--- config.mk ---
export PLATFORM = sky130hd
export DESIGN_NAME = fifo_rr_arbiter_flat
export DESIGN_NICKNAME = d
export VERILOG_FILES = /design/src/rtl/fifo_rr_arbiter_if.sv /design/src/rtl/fifo_rr_arbiter.sv /design/src/flat_wrapper.sv
export SDC_FILE = /design/constraint.sdc
export NUM_CORES = 1
export LEC_CHECK = 0
export CELL_PAD_IN_SITES_DETAIL_PLACEMENT = 1
export CELL_PAD_IN_SITES_GLOBAL_PLACEMENT = 2
export CORE_ASPECT_RATIO = 1.5
export CORE_MARGIN = 8
export CORE_UTILIZATION = 20
export CTS_BUF_LIST = sky130_fd_sc_hd__clkbuf_16
export CTS_CLUSTER_DIAMETER = 200
export DETAILED_ROUTE_END_ITERATION = 6
export GPL_ROUTABILITY_DRIVEN = 0
export PLACE_DENSITY_LB_ADDON = 0.1
export SLEW_MARGIN = 20
export SYNTH_ARGS = -nofsm -noshare
export SYNTH_HDL_FRONTEND = slang
export SYNTH_SLANG_ARGS = --single-unit
--- constraint.sdc ---
create_clock -name clk -period 1.95 [get_ports clk]
set_input_delay 0.2925 -clock clk [delete_from_list [all_inputs] [get_ports clk]]
set_output_delay 0.2925 -clock clk [all_outputs]
set_load 0.1 [all_outputs]
--- src/rtl/fifo_rr_arbiter_if.sv ---
// Handshake bundle between the round-robin arbiter, its four upstream FIFOs
// and the single downstream FIFO.
interface fifo_rr_arbiter_if #(
    parameter int unsigned DATA_SIZE = 6,
    parameter int unsigned NUM_Q     = 4
);
    logic [NUM_Q-1:0]           fifo_empty;
    logic [NUM_Q*DATA_SIZE-1:0] data_in;
    logic                       out_almost_full;
    logic                       out_fifo_full;
    logic [NUM_Q-1:0]           pop;
    logic                       push;
    logic [DATA_SIZE-1:0]       data_out;
    logic [1:0]                 grant;
    logic [1:0]                 state;
    logic [7:0]                 push_count;

    // Arbiter side
    modport master (
        input  fifo_empty, data_in, out_almost_full, out_fifo_full,
        output pop, push, data_out, grant, state, push_count
    );

    // FIFO / environment side
    modport slave (
        output fifo_empty, data_in, out_almost_full, out_fifo_full,
        input  pop, push, data_out, grant, state, push_count
    );
endinterface

--- src/rtl/fifo_rr_arbiter.sv ---
// Round-robin arbiter draining four upstream FIFOs into one downstream FIFO.
// Pop is combinational from registered state; push/data_out follow one cycle later.
module fifo_rr_arbiter #(
    parameter int unsigned DATA_SIZE = 6,
    parameter int unsigned NUM_Q     = 4
) (
    input  logic               clk,
    input  logic               reset_L,
    fifo_rr_arbiter_if.master  bus
);

    localparam logic [1:0] StIdle   = 2'd0;
    localparam logic [1:0] StActive = 2'd1;
    localparam logic [1:0] StStall  = 2'd2;

    logic [1:0] state_q, state_d;
    logic [1:0] grant_q;
    logic [1:0] pick;
    logic       found;
    logic       stall;
    logic       any_ready;
    logic       push_q;
    logic [7:0] count_q;

    always_comb begin
        stall     = bus.out_almost_full | bus.out_fifo_full;
        any_ready = ~&bus.fifo_empty;
        if (stall) begin
            state_d = StStall;
        end else if (any_ready) begin
            state_d = StActive;
        end else begin
            state_d = StIdle;
        end
    end

    // Search starts just past the last grant, so a FIFO repeats only when it is alone.
    always_comb begin
        pick  = grant_q;
        found = 1'b0;
        for (int k = 1; k <= int'(NUM_Q); k++) begin
            if (!found && !bus.fifo_empty[grant_q + 2'(k)]) begin
                found = 1'b1;
                pick  = grant_q + 2'(k);
            end
        end
    end

    always_comb begin
        bus.pop = '0;
        if (reset_L && state_d == StActive && found) begin
            bus.pop[pick] = 1'b1;
        end
    end

    always_ff @(posedge clk or negedge reset_L) begin
        if (!reset_L) begin
            state_q <= StIdle;
            grant_q <= 2'd3;
            push_q  <= 1'b0;
            count_q <= 8'd0;
        end else begin
            state_q <= state_d;
            push_q  <= |bus.pop;
            if (|bus.pop) begin
                grant_q <= pick;
            end
            if (push_q) begin
                count_q <= count_q + 8'd1;
            end
        end
    end

    // grant_q already names the FIFO whose read data arrives this cycle.
    always_comb begin
        bus.data_out = '0;
        if (push_q) begin
            bus.data_out = bus.data_in[int'(grant_q)*int'(DATA_SIZE) +: DATA_SIZE];
        end
    end

    assign bus.push       = push_q;
    assign bus.grant      = grant_q;
    assign bus.state      = state_q;
    assign bus.push_count = count_q;

endmodule

--- src/flat_wrapper.sv ---
// flat-port wrapper written by rule: the top's interface ports become plain ports
module fifo_rr_arbiter_flat 
#(
    parameter int unsigned DATA_SIZE = 6,
    parameter int unsigned NUM_Q     = 4
)
  (clk, reset_L, bus_fifo_empty, bus_data_in, bus_out_almost_full, bus_out_fifo_full, bus_pop, bus_push, bus_data_out, bus_grant, bus_state, bus_push_count);
  fifo_rr_arbiter_if #(.DATA_SIZE(DATA_SIZE), .NUM_Q(NUM_Q)) bus_i ();
  input  logic clk;
  input  logic reset_L;
  input wire logic [$bits(bus_i.fifo_empty)-1:0] bus_fifo_empty;
  input wire logic [$bits(bus_i.data_in)-1:0] bus_data_in;
  input wire logic [$bits(bus_i.out_almost_full)-1:0] bus_out_almost_full;
  input wire logic [$bits(bus_i.out_fifo_full)-1:0] bus_out_fifo_full;
  output wire logic [$bits(bus_i.pop)-1:0] bus_pop;
  output wire logic [$bits(bus_i.push)-1:0] bus_push;
  output wire logic [$bits(bus_i.data_out)-1:0] bus_data_out;
  output wire logic [$bits(bus_i.grant)-1:0] bus_grant;
  output wire logic [$bits(bus_i.state)-1:0] bus_state;
  output wire logic [$bits(bus_i.push_count)-1:0] bus_push_count;
  assign bus_i.fifo_empty = bus_fifo_empty;
  assign bus_i.data_in = bus_data_in;
  assign bus_i.out_almost_full = bus_out_almost_full;
  assign bus_i.out_fifo_full = bus_out_fifo_full;
  assign bus_pop = bus_i.pop;
  assign bus_push = bus_i.push;
  assign bus_data_out = bus_i.data_out;
  assign bus_grant = bus_i.grant;
  assign bus_state = bus_i.state;
  assign bus_push_count = bus_i.push_count;
  fifo_rr_arbiter #(.DATA_SIZE(DATA_SIZE), .NUM_Q(NUM_Q)) u_core (.clk(clk), .reset_L(reset_L), .bus(bus_i));
endmodule
==> results of run 1 <==
[path summary, 6_finish.rpt]
check	startpoint	end	slack, ns
max reg2reg	u_core.bus.grant[1]$_DFFE_PN1P_	u_core.bus.grant[0]$_DFFE_PN1P_	0.22
max in group asynchronous	reset_L	u_core.bus.grant[0]$_DFFE_PN1P_	1.24
min	u_core.bus.push_count[7]$_DFFE_PN0P_	u_core.bus.push_count[7]$_DFFE_PN0P_	0.47
min reg2reg	u_core.bus.push_count[7]$_DFFE_PN0P_	u_core.bus.push_count[7]$_DFFE_PN0P_	0.47
max	u_core.bus.grant[1]$_DFFE_PN1P_	bus_pop[2]	-0.27
min in group asynchronous	reset_L	u_core.bus.push_count[1]$_DFFE_PN0P_	0.51
[where the power goes]
group,internal (mW),switching [mW],total [mW]
registers,0.347,0.0868,0.434
logic,0.436,0.752,1.19
clock network,0.269,0.103,0.372
total,1.05,0.941,1.99
[final cells by class]
class | instances | share of cell area
Timing Repair Buffer | 66 | 0.4210
Multi-Input combinational cell | 55 | 0.3026
Sequential cell | 13 | 0.1899
Clock buffer | 3 | 0.04252
Tap cell | 45 | 0.03189
Inverter | 4 | 0.009922
Clock inverter | 1 | 0.002126
[per-stage QoR]
step | worst slack (ns) | area, um^2 | hold WS, ns | power, mW | setup TNS [ns]
after floorplan | -0.7556 | 885.9 | -0.003091 | 1.227 | -2.840
after global placement | -0.2344 | 1640 | 0.4592 | 1.563 | -0.9535
after detailed placement | -0.3253 | 1640 | 0.4661 | 1.581 | -1.287
after CTS | -0.2893 | 1758 | 0.4720 | 2.013 | -2.304
after global routing | -0.3285 | 1765 | 0.4900 | 2.088 | -2.778
final | -0.2746 | 1765 | 0.4694 | 1.993 | -2.209
[Yosys cell counts, types with 2 or more instances]
cell type / count / share of area
inv_1: 3 / 0.014
nand4_1: 4 / 0.030
and2_1: 7 / 0.053
nor2_1: 5 / 0.023
nand2b_1: 3 / 0.023
mux4_2: 5 / 0.14
xor2_1: 3 / 0.032
nor3_2: 2 / 0.024
dfrtp_1: 11 / 0.33
xnor2_1: 4 / 0.042
dfstp_2: 2 / 0.063
buf_6: 2 / 0.027
and3_1: 3 / 0.023
nand2_1: 6 / 0.027
[registers in the layout, summed over array words and instances, names as in the netlist]
name                   cells
u_core.bus.state           2
u_core.bus.push            1
u_core.bus.grant           2
u_core.bus.push_count      8
[what timing repair did]
item,4_1_cts,5_1_grt
pin swaps,2,0
hold buffers,0,0
buffers inserted,1,0
resized for setup,9,2
endpoints found under the setup margin,11,10
[metal layers]
| layer | track usage | vias to the layer above | wire (um) |
|---|---|---|---|
| met1 | 0.09965 | 422 | 1050 |
| met4 | 0.03602 | 0 | 33 |
| met3 | 0.02017 | 4 | 177 |
| met5 | 0 | - | 0 |
| met2 | 0.2039 | 21 | 1887 |
| li1 | - | 402 | - |
[kinds of logic (layout without fill, tap and decap cells)]
| family | Yosys count | count (layout) | share of synthesized area |
|---|---|---|---|
| compound gates | 7 | 7 | 0.05864 |
| xor+xnor | 7 | 7 | 0.07369 |
| fa+ha+maj | 1 | 1 | 0.01504 |
| buf+inv | 7 | 74 | 0.04961 |
| flops | 13 | 13 | 0.3940 |
| mux | 7 | 7 | 0.1805 |
| simple gates | 33 | 33 | 0.2286 |
==> insert_results.sql, run 1 <==
INSERT INTO impl_metrics (metric_group, metric, value, unit) VALUES
('setup_path', 'worst_setup_path_end_kind', 'output pin', ''),
('min_path', 'hold_depth', '1', ''),
('min_path', 'min_path_type', 'flop to flop', ''),
('sta', 'slew_at_the_pin_with_the_worst_max_slew_slack', '0.5310', 'ns'),
('synthesis', 'synth_sequential_area_ratio', '0.3940', ''),
('clock_tree', 'cts.root.buffer_cell', 'clkbuf_16', ''),
('routing', 'vias', '849', ''),
('grt', 'first_global_vias', '1018', ''),
('setup_path', 'path_max_fanout', '5', ''),
('sta', 'final_setup_vio_count', '10', ''),
('layout', 'area_growth_from_synthesis_to_final_layout', '112.2', '%'),
('grt', 'grt_first_pass_wirelength', '5.140', 'mm'),
('grt', 'grt_util_all_layers', '0.1038', ''),
('synthesis', 'post_synth_instance_area', '832.0', 'um^2'),
('clock_tree', 'tritoncts', 'yes', ''),
('clock_tree', 'worstSkewPairLatency', '0.24', 'ns'),
('routing', 'remaining_drc_errors', '0', ''),
('synthesis', 'synthArstFlopShare', '1.000', ''),
('layout', 'multi_input_area', '534.3', 'um^2'),
('clock_tree', 'clock_sink_count', '13', ''),
('setup_path', 'critPathArrivalTime', '1.93', 'ns'),
('sta', 'fmax', '449.5', 'MHz'),
('grt', 'overflow', '0', ''),
('sta', 'layout_worst_path_cycle_share', '1.141', ''),
('clock_tree', 'clk_pin_slew_worst_paths', '0.04', 'ns'),
('die', 'ioPinCount', '55', ''),
('synthesis', 'synth-edff-count', '0', ''),
('run_status', 'violations', 'setup timing', ''),
('routing', 'drt_iter0_drc', '11', ''),
('grt', 'grt_max_degree', '14', ''),
('pwr', 'max-vdd-ir-drop', '1.191', 'mV'),
('die', 'num_rows', '28', ''),
('die', 'start_util', '0.2102', ''),
('setup_path', 'number_of_cell_instances_on_the_worst_register_to_register_path', '5', ''),
('pwr', 'leakagePower', '0.7671', 'nW'),
('place', 'placed_cells_incl_taps', '182', ''),
('setup_path', 'critical_path.startpoint_type', 'flop', ''),
('routing', 'drt-wirelength-per-cell', '16.83', 'um'),
('die', 'width_of_the_die', '68.67', 'um'),
('routing', 'final_antenna_net_count', '0', ''),
('clock_tree', 'ctsLongestPathBuffers', '2', ''),
('routing', 'drtPass1Iterations', '4', ''),
('clock_tree', 'numCtsBuffers', '3', ''),
('layout', 'final-seq-area', '335.3', 'um^2'),
('die', 'core_region_area', '0.003959', 'mm^2'),
('sta', 'timing.slew.headroom', '0.6460', ''),
('layout', 'drive_above_1_share', '0.4507', ''),
('die', 'fp.dieH', '95.00', 'um'),
('layout', 'highest_count_cells_in_the_layout_ignoring_fill_and_taps', 'clkdlybuf4s50_1 (31), buf_4 (21), buf_12 (13), dfrtp_1 (11)', ''),
('synthesis', 'postSynthAreaPerCell', '11.09', 'um^2'),
('synthesis', 'synth_top_flop_cell', 'dfrtp_1', ''),
('setup_path', 'max_stage_delay_on_crit_path', '0.65', 'ns'),
('layout', 'layout_commonest_cell', 'clkdlybuf4s50_1', ''),
('synthesis', 'synth_fp_nets', '108', ''),
('sta', 'worst_slack', '-0.2746', 'ns'),
('setup_path', 'worstPathCellList', 'inv_4 -> or3_4 -> a31o_4 -> nor3_4 -> buf_12', ''),
('synthesis', 'synth.lib_cells_used.distinct', '29', ''),
('run_status', 'status', 'finished, violations left', ''),
('layout', 'finish.cell_count_without_fillers', '187', ''),
('setup_path', 'cp_num_cells', '5', ''),
('sta', 'maxSlewViolCount', '0', ''),
('die', 'die_area', '0.006523', 'mm^2'),
('synthesis', 'post_synthesis_register_bit_count', '13', ''),
('setup_path', 'critical_path_required', '1.66', 'ns'),
('sta', 'final_hold_viol_count', '0', ''),
('grt', 'antenna_found_initial', '0', ''),
('sta', 'clock-skew-final', '0.0009501', 'ns'),
('routing', 'post_drt_via_cell_ratio', '4.540', ''),
('setup_path', 'worstPathBufferInverterCount', '2', ''),
('sta', 'fin_crit', '2.225', 'ns'),
('setup_path', 'cell_at_the_slowest_stage_of_the_critical_path', 'dfstp_4', '');
Power figures use the tool's default switching activity.
==> inputs of run 2 (changes only) <==
Settings changed: MAX_ROUTING_LAYER from default to met4.
==> run 2 against run 1 <==
Net effect:
- critical endpoint unchanged
- combinational power about the same
- global-route usage increased by 0.28 points
- clock power about the same
- the flow still finishes with violations (setup timing)
- largest power group unchanged
- count of clock-buffer cells in the layout unchanged
- final area unchanged
- critical path depth unchanged
- non-clock buffer count unchanged
==> insert_results.sql, run 2 (synthesis gave the netlist of run 1 again) <==
INSERT INTO impl_metrics (metric_group, metric, value, unit) VALUES
('grt', 'globalRouteMet3Util', '0.01898', ''),
('min_path', 'hold_depth', '1', ''),
('place', 'place.detailed.hpwl', '2.707', 'mm'),
('layout', 'fin_area', '0.001765', 'mm^2'),
('grt', 'antenna_found_initial', '0', ''),
('die', 'core_region_area', '0.003959', 'mm^2'),
('setup_path', 'worstPathCellList', 'inv_4 -> or3_4 -> a31o_4 -> nor3_4 -> buf_12', ''),
('setup_path', 'critPathKind', 'flop to output pin', ''),
('sta', 'worst_slack', '-0.2740', 'ns'),
('setup_path', 'regToRegStartpoint', 'u_core.bus.grant[1]$_DFFE_PN1P_', ''),
('setup_path', 'critical_path_required', '1.66', 'ns'),
('layout', 'highest_count_cells_in_the_layout_ignoring_fill_and_taps', 'clkdlybuf4s50_1 (31), buf_4 (21), buf_12 (13), dfrtp_1 (11)', ''),
('sta', 'layout_worst_path_cycle_share', '1.141', ''),
('pwr', 'cellPowerDensity', '1129', 'mW/mm^2'),
('sta', 'clock-skew-final', '0.0009394', 'ns'),
('setup_path', 'worstSetupStartpoint', 'u_core.bus.grant[1]$_DFFE_PN1P_', ''),
('clock_tree', 'clk_pin_slew_worst_paths', '0.04', 'ns'),
('grt', 'grt_util_all_layers', '0.1066', ''),
('min_path', 'min_path_type', 'flop to flop', ''),
('grt', 'grt_first_pass_wirelength', '5.126', 'mm'),
('die', 'ioPinCount', '55', ''),
('layout', 'largest_register_ff_count', '8', ''),
('clock_tree', 'cts-hold-fix-buffers', '0', ''),
('setup_path', 'path_max_fanout', '5', ''),
('grt', 'top_usage_layer_grt', 'met2', ''),
('clock_tree', 'numCtsBuffers', '3', ''),
('routing', 'final_antenna_net_count', '0', ''),
('min_path', 'timing.hold.worst.start', 'u_core.bus.push_count[7]$_DFFE_PN0P_', ''),
('place', 'placement.cell_area', '0.001640', 'mm^2'),
('routing', 'routed_wl', '3.150', 'mm'),
('die', 'width_of_the_die', '68.67', 'um'),
('layout', 'multi_input_area', '534.3', 'um^2'),
('layout', 'n_antenna_cell', '0', ''),
('sta', 'fin_crit', '2.224', 'ns'),
('grt', 'gr-usage-met2', '0.2039', ''),
('grt', 'first_global_vias', '1020', ''),
('setup_path', 'max_stage_delay_on_crit_path', '0.65', 'ns'),
('routing', 'drt-wirelength-per-cell', '16.84', 'um'),
('sta', 'final_hold_viol_count', '0', ''),
('clock_tree', 'htreeDepth', '1', ''),
('layout', 'finish.utilization', '0.4460', ''),
('grt', 'overflow', '0', ''),
('setup_path', 'cell_at_the_slowest_stage_of_the_critical_path', 'dfstp_4', ''),
('layout', 'final-seq-area', '335.3', 'um^2'),
('sta', 'grt_setup_unrepaired', 'true', ''),
('run_status', 'status', 'finished, violations left', ''),
('layout', 'fillerInstances', '441', ''),
('job', 'drv_cap', '0', ''),
('sta', 'maxSlewViolCount', '0', ''),
('sta', 'fmax', '449.6', 'MHz'),
('die', 'start_util', '0.2102', ''),
('grt', 'grt_max_degree', '14', ''),
('place', 'port_buffers', '54', ''),
('routing', 'post_drt_via_cell_ratio', '4.561', ''),
('sta', 'slew_at_the_pin_with_the_worst_max_slew_slack', '0.5272', 'ns'),
('layout', 'area_growth_from_synthesis_to_final_layout', '112.2', '%'),
('setup_path', 'critPathArrivalTime', '1.93', 'ns'),
('pwr', 'leakagePower', '0.7671', 'nW'),
('sta', 'final_setup_vio_count', '10', ''),
('die', 'die_area', '0.006523', 'mm^2'),
('die', 'fp.dieH', '95.00', 'um'),
('layout', 'layout_commonest_cell', 'clkdlybuf4s50_1', ''),
('setup_path', 'critical_path.startpoint_type', 'flop', ''),
('clock_tree', 'clock_sink_count', '13', ''),
('sta', 'timing.slew.headroom', '0.6485', ''),
('grt', 'grtUsageMet1', '0.09965', ''),
('routing', 'drtPass1Iterations', '4', ''),
('run_status', 'violations', 'setup timing', ''),
('setup_path', 'number_of_cell_instances_on_the_worst_register_to_register_path', '5', ''),
('clock_tree', 'ctsLongestPathBuffers', '2', ''),
('pwr', 'max-vdd-ir-drop', '1.191', 'mV'),
('setup_path', 'worst_setup_path_end_kind', 'output pin', ''),
('layout', 'final_net_count', '176', ''),
('routing', 'remaining_drc_errors', '0', ''),
('die', 'num_rows', '28', ''),
('clock_tree', 'worstSkewPairLatency', '0.24', 'ns'),
('clock_tree', 'cts.root.buffer_cell', 'clkbuf_16', ''),
('layout', 'drive_above_1_share', '0.4507', ''),
('routing', 'drt_iter0_drc', '8', ''),
('setup_path', 'r2r_slack', '0.22', 'ns'),
('routing', 'vias', '853', ''),
('clock_tree', 'tritoncts', 'yes', '');
## run 2: final cells by class
| class | count | area share |
|---|---|---|
| Timing Repair Buffer | 66 | 0.4210 |
| Multi-Input combinational cell | 55 | 0.3026 |
| Sequential cell | 13 | 0.1899 |
| Clock buffer | 3 | 0.04252 |
| Tap cell | 45 | 0.03189 |
| Inverter | 4 | 0.009922 |
| Clock inverter | 1 | 0.002126 |
## run 2: report_power, final
part	switching (mW)	leakage [nW]	internal, mW
registers	0.0870	0.163	0.347
clock network	0.103	0.0423	0.269
logic	0.752	0.561	0.436
## run 2: path summary, 6_finish.rpt
path	end
hold / removal	u_core.bus.push_count[7]$_DFFE_PN0P_
setup reg to reg	u_core.bus.grant[0]$_DFFE_PN1P_
hold reg to reg	u_core.bus.push_count[7]$_DFFE_PN0P_
max in group asynchronous	u_core.bus.grant[0]$_DFFE_PN1P_
setup / recovery	bus_pop[2]
min in group asynchronous	u_core.bus.push_count[1]$_DFFE_PN0P_
## run 2: metal layers
layer  wire (um)  up-vias
li1            -      402
met1        1061      426
met2        1889       21
met3         167        4
met4          30        0
met5           0        -
## run 2: critical path: cells and delay by family (launching register included)
family	cells	cell delay [ns]
DFF	1	0.65
AOI/OAI and AO/OA	1	0.26
and+or+nand+nor	2	0.53
buffers and inverters	2	0.25
## run 2: through the flow
step | hold slack, ns | instances | worst slack (ns) | TNS [ns] | power [mW]
after floorplan | -0.003091 | 75 | -0.7556 | -2.840 | 1.227
after global placement | 0.4592 | 182 | -0.2344 | -0.9535 | 1.563
after detailed placement | 0.4661 | 182 | -0.3253 | -1.287 | 1.581
after CTS | 0.4720 | 187 | -0.2893 | -2.304 | 2.013
after global routing | 0.4900 | 187 | -0.3285 | -2.777 | 2.087
final | 0.4694 | 187 | -0.2740 | -2.210 | 1.994
## run 2: timing repair
item | in CTS | in global routing
buffers inserted | 1 | 0
pin swaps | 2 | 0
endpoints found under the setup margin | 11 | 10
resized for setup | 9 | 2
==> inputs of run 3 (changes only) <==
Settings changed: CELL_PAD_IN_SITES_DETAIL_PLACEMENT 1 to default, CELL_PAD_IN_SITES_GLOBAL_PLACEMENT 2 to default, CORE_UTILIZATION 20 to 35, PLACE_DENSITY from default to 0.79, PLACE_DENSITY_LB_ADDON 0.1 to default.
==> run 3 against run 2 <==
Net effect:
- the flow still finishes with violations (setup timing)
- routed wire length fell by 4.5%
- maximum frequency fell by 1.4%
- clock skew increased by 0.0013 ns
- hold slack improved by 0.0034 ns
- non-clock buffer count down 3
- via count down 0.35%
- setup slack worse by 0.032 ns
- register-to-register slack barely moved
- sequential share of layout area is 0.70 points higher
- highest routed layer unchanged
- sequential cell count stayed put
==> insert_results.sql, run 3 (synthesis gave the netlist of run 1 again) <==
INSERT INTO impl_metrics (metric_group, metric, value, unit) VALUES
('run_status', 'status', 'finished, violations left', ''),
('run_status', 'violations', 'setup timing', ''),
('die', 'fp.dieH', '75.72', 'um'),
('grt', 'grt_util_all_layers', '0.1423', ''),
('die', 'ioPinCount', '55', ''),
('layout', 'highest_count_cells_in_the_layout_ignoring_fill_and_taps', 'clkdlybuf4s50_1 (31), buf_4 (18), buf_12 (13), dfrtp_1 (11)', ''),
('sta', 'grt_setup_unrepaired', 'true', ''),
('die', 'core_region_area', '0.002233', 'mm^2'),
('grt', 'grt_max_degree', '14', ''),
('setup_path', 'critPathArrivalTime', '1.96', 'ns'),
('setup_path', 'worst_setup_path_end_kind', 'output pin', ''),
('layout', 'drive_above_1_share', '0.4245', ''),
('sta', 'fmax', '443.3', 'MHz'),
('grt', 'first_global_vias', '1021', ''),
('sta', 'fin_crit', '2.256', 'ns'),
('sta', 'worst_slack', '-0.3056', 'ns'),
('setup_path', 'critical_path_required', '1.66', 'ns'),
('setup_path', 'critical_path.startpoint_type', 'flop', ''),
('layout', 'finish.utilization', '0.7625', ''),
('die', 'die_area', '0.004226', 'mm^2'),
('routing', 'vias', '850', ''),
('clock_tree', 'cts-hold-fix-buffers', '0', ''),
('place', 'place.detailed.hpwl', '2.529', 'mm'),
('clock_tree', 'tritoncts', 'yes', ''),
('sta', 'setup_total_negative_slack', '-2.206', 'ns'),
('routing', 'post_drt_via_cell_ratio', '5.247', ''),
('min_path', 'min_path_type', 'flop to flop', ''),
('setup_path', 'path_max_fanout', '5', ''),
('clock_tree', 'worstSkewPairLatency', '0.23', 'ns'),
('layout', 'n_antenna_cell', '0', ''),
('grt', 'grt_first_pass_wirelength', '4.719', 'mm'),
('sta', 'layout_worst_path_cycle_share', '1.157', ''),
('clock_tree', 'numCtsBuffers', '3', ''),
('pwr', 'leakagePower', '0.7453', 'nW'),
('place', 'placed_cells_incl_taps', '158', ''),
('routing', 'remaining_drc_errors', '0', ''),
('sta', 'timing.slew.headroom', '0.6398', ''),
('layout', 'layout_commonest_cell', 'clkdlybuf4s50_1', ''),
('setup_path', 'critPathKind', 'flop to output pin', ''),
('layout', 'area_growth_from_synthesis_to_final_layout', '104.7', '%'),
('clock_tree', 'clk_pin_slew_worst_paths', '0.04', 'ns'),
('job', 'drv_cap', '0', ''),
('routing', 'drtPass1Iterations', '4', ''),
('clock_tree', 'cts.root.buffer_cell', 'clkbuf_16', ''),
('sta', 'slew_at_the_pin_with_the_worst_max_slew_slack', '0.5394', 'ns'),
('clock_tree', 'htreeDepth', '1', ''),
('sta', 'maxSlewViolCount', '0', ''),
('layout', 'final_net_count', '173', ''),
('clock_tree', 'clock_sink_count', '13', ''),
('grt', 'overflow', '0', ''),
('grt', 'antenna_found_initial', '0', ''),
('sta', 'final_hold_viol_count', '0', ''),
('place', 'port_buffers', '54', ''),
('die', 'width_of_the_die', '55.81', 'um'),
('sta', 'clock-skew-final', '0.002271', 'ns'),
('sta', 'final_setup_vio_count', '10', ''),
('layout', 'finish.cell_count_without_fillers', '162', ''),
('routing', 'drt-wirelength-per-cell', '18.57', 'um'),
('routing', 'final_antenna_net_count', '0', ''),
('clock_tree', 'ctsLongestPathBuffers', '2', ''),
('die', 'start_util', '0.3725', ''),
('routing', 'routed_wl', '3.008', 'mm'),
('routing', 'drt_iter0_drc', '11', ''),
('place', 'dp_worst_setup_slack', '-0.3284', 'ns'),
('die', 'num_rows', '21', ''),
('pwr', 'max-vdd-ir-drop', '0.8898', 'mV'),
('layout', 'largest_register_ff_count', '8', ''),
('sta', 'finalHoldWorstSlack', '0.4728', 'ns'),
('pwr', 'cellPowerDensity', '1159', 'mW/mm^2');
==> run 3: final timing paths <==
path | start | end | slack (ns) | depth (start not counted)
setup / recovery | u_core.bus.grant[1]$_DFFE_PN1P_ | bus_pop[2] | -0.31 | 5
hold / removal | u_core.bus.push_count[7]$_DFFE_PN0P_ | u_core.bus.push_count[7]$_DFFE_PN0P_ | 0.47 | 1
setup reg to reg | u_core.bus.grant[1]$_DFFE_PN1P_ | u_core.bus.grant[0]$_DFFE_PN1P_ | 0.22 | 5
hold reg to reg | u_core.bus.push_count[7]$_DFFE_PN0P_ | u_core.bus.push_count[7]$_DFFE_PN0P_ | 0.47 | 1
max in group asynchronous | reset_L | u_core.bus.grant[0]$_DFFE_PN1P_ | 1.19 | 2
min in group asynchronous | reset_L | u_core.bus.grant[1]$_DFFE_PN1P_ | 0.50 | 1
==> run 3: where the power goes <==
group | internal (mW) | switching [mW] | total (mW)
Combinational | 0.423 | 0.751 | 1.17
Sequential | 0.347 | 0.0893 | 0.436
Clock | 0.269 | 0.0954 | 0.364
Total | 1.04 | 0.935 | 1.97
==> run 3: timing repair <==
action	in CTS	in global routing
gates resized for setup	7	1
setup endpoints to repair	11	10
buffers inserted	0	0
pin swaps	2	0
==> run 3: stage by stage <==
| step | instance area [um^2] | power, mW |
|---|---|---|
| 5_1_grt | 1703 | 2.060 |
| 6_report | 1703 | 1.974 |
| 3_3_place_gp | 1598 | 1.551 |
| 4_1_cts | 1699 | 1.984 |
| 3_5_place_dp | 1598 | 1.571 |
| 2_1_floorplan | 885.9 | 1.227 |
==> run 3: per-layer routing <==
metal,vias to the layer above,global-route usage,routed length [um]
met5,-,-,0
met4,0,0.05898,96
met3,6,0.02833,103
met2,28,0.2813,1817
met1,416,0.1309,991
li1,400,-,-
==> run 3: cell type report <==
cell class,count,area [um^2]
clock buffers,3,75.07
clock inverters,1,3.754
fillers,154,530.5
inverters,4,17.52
multi-input cells,55,521.8
flip-flops and latches,13,335.3
well taps,23,28.78
repair buffers,63,720.7
==> run 3: critical path: stages (launching register included) <==
cell and delay [ns]:
dfstp_4 0.64, inv_4 0.04, or3_1 0.36, a31o_4 0.27
nor3_4 0.21, buf_12 0.20
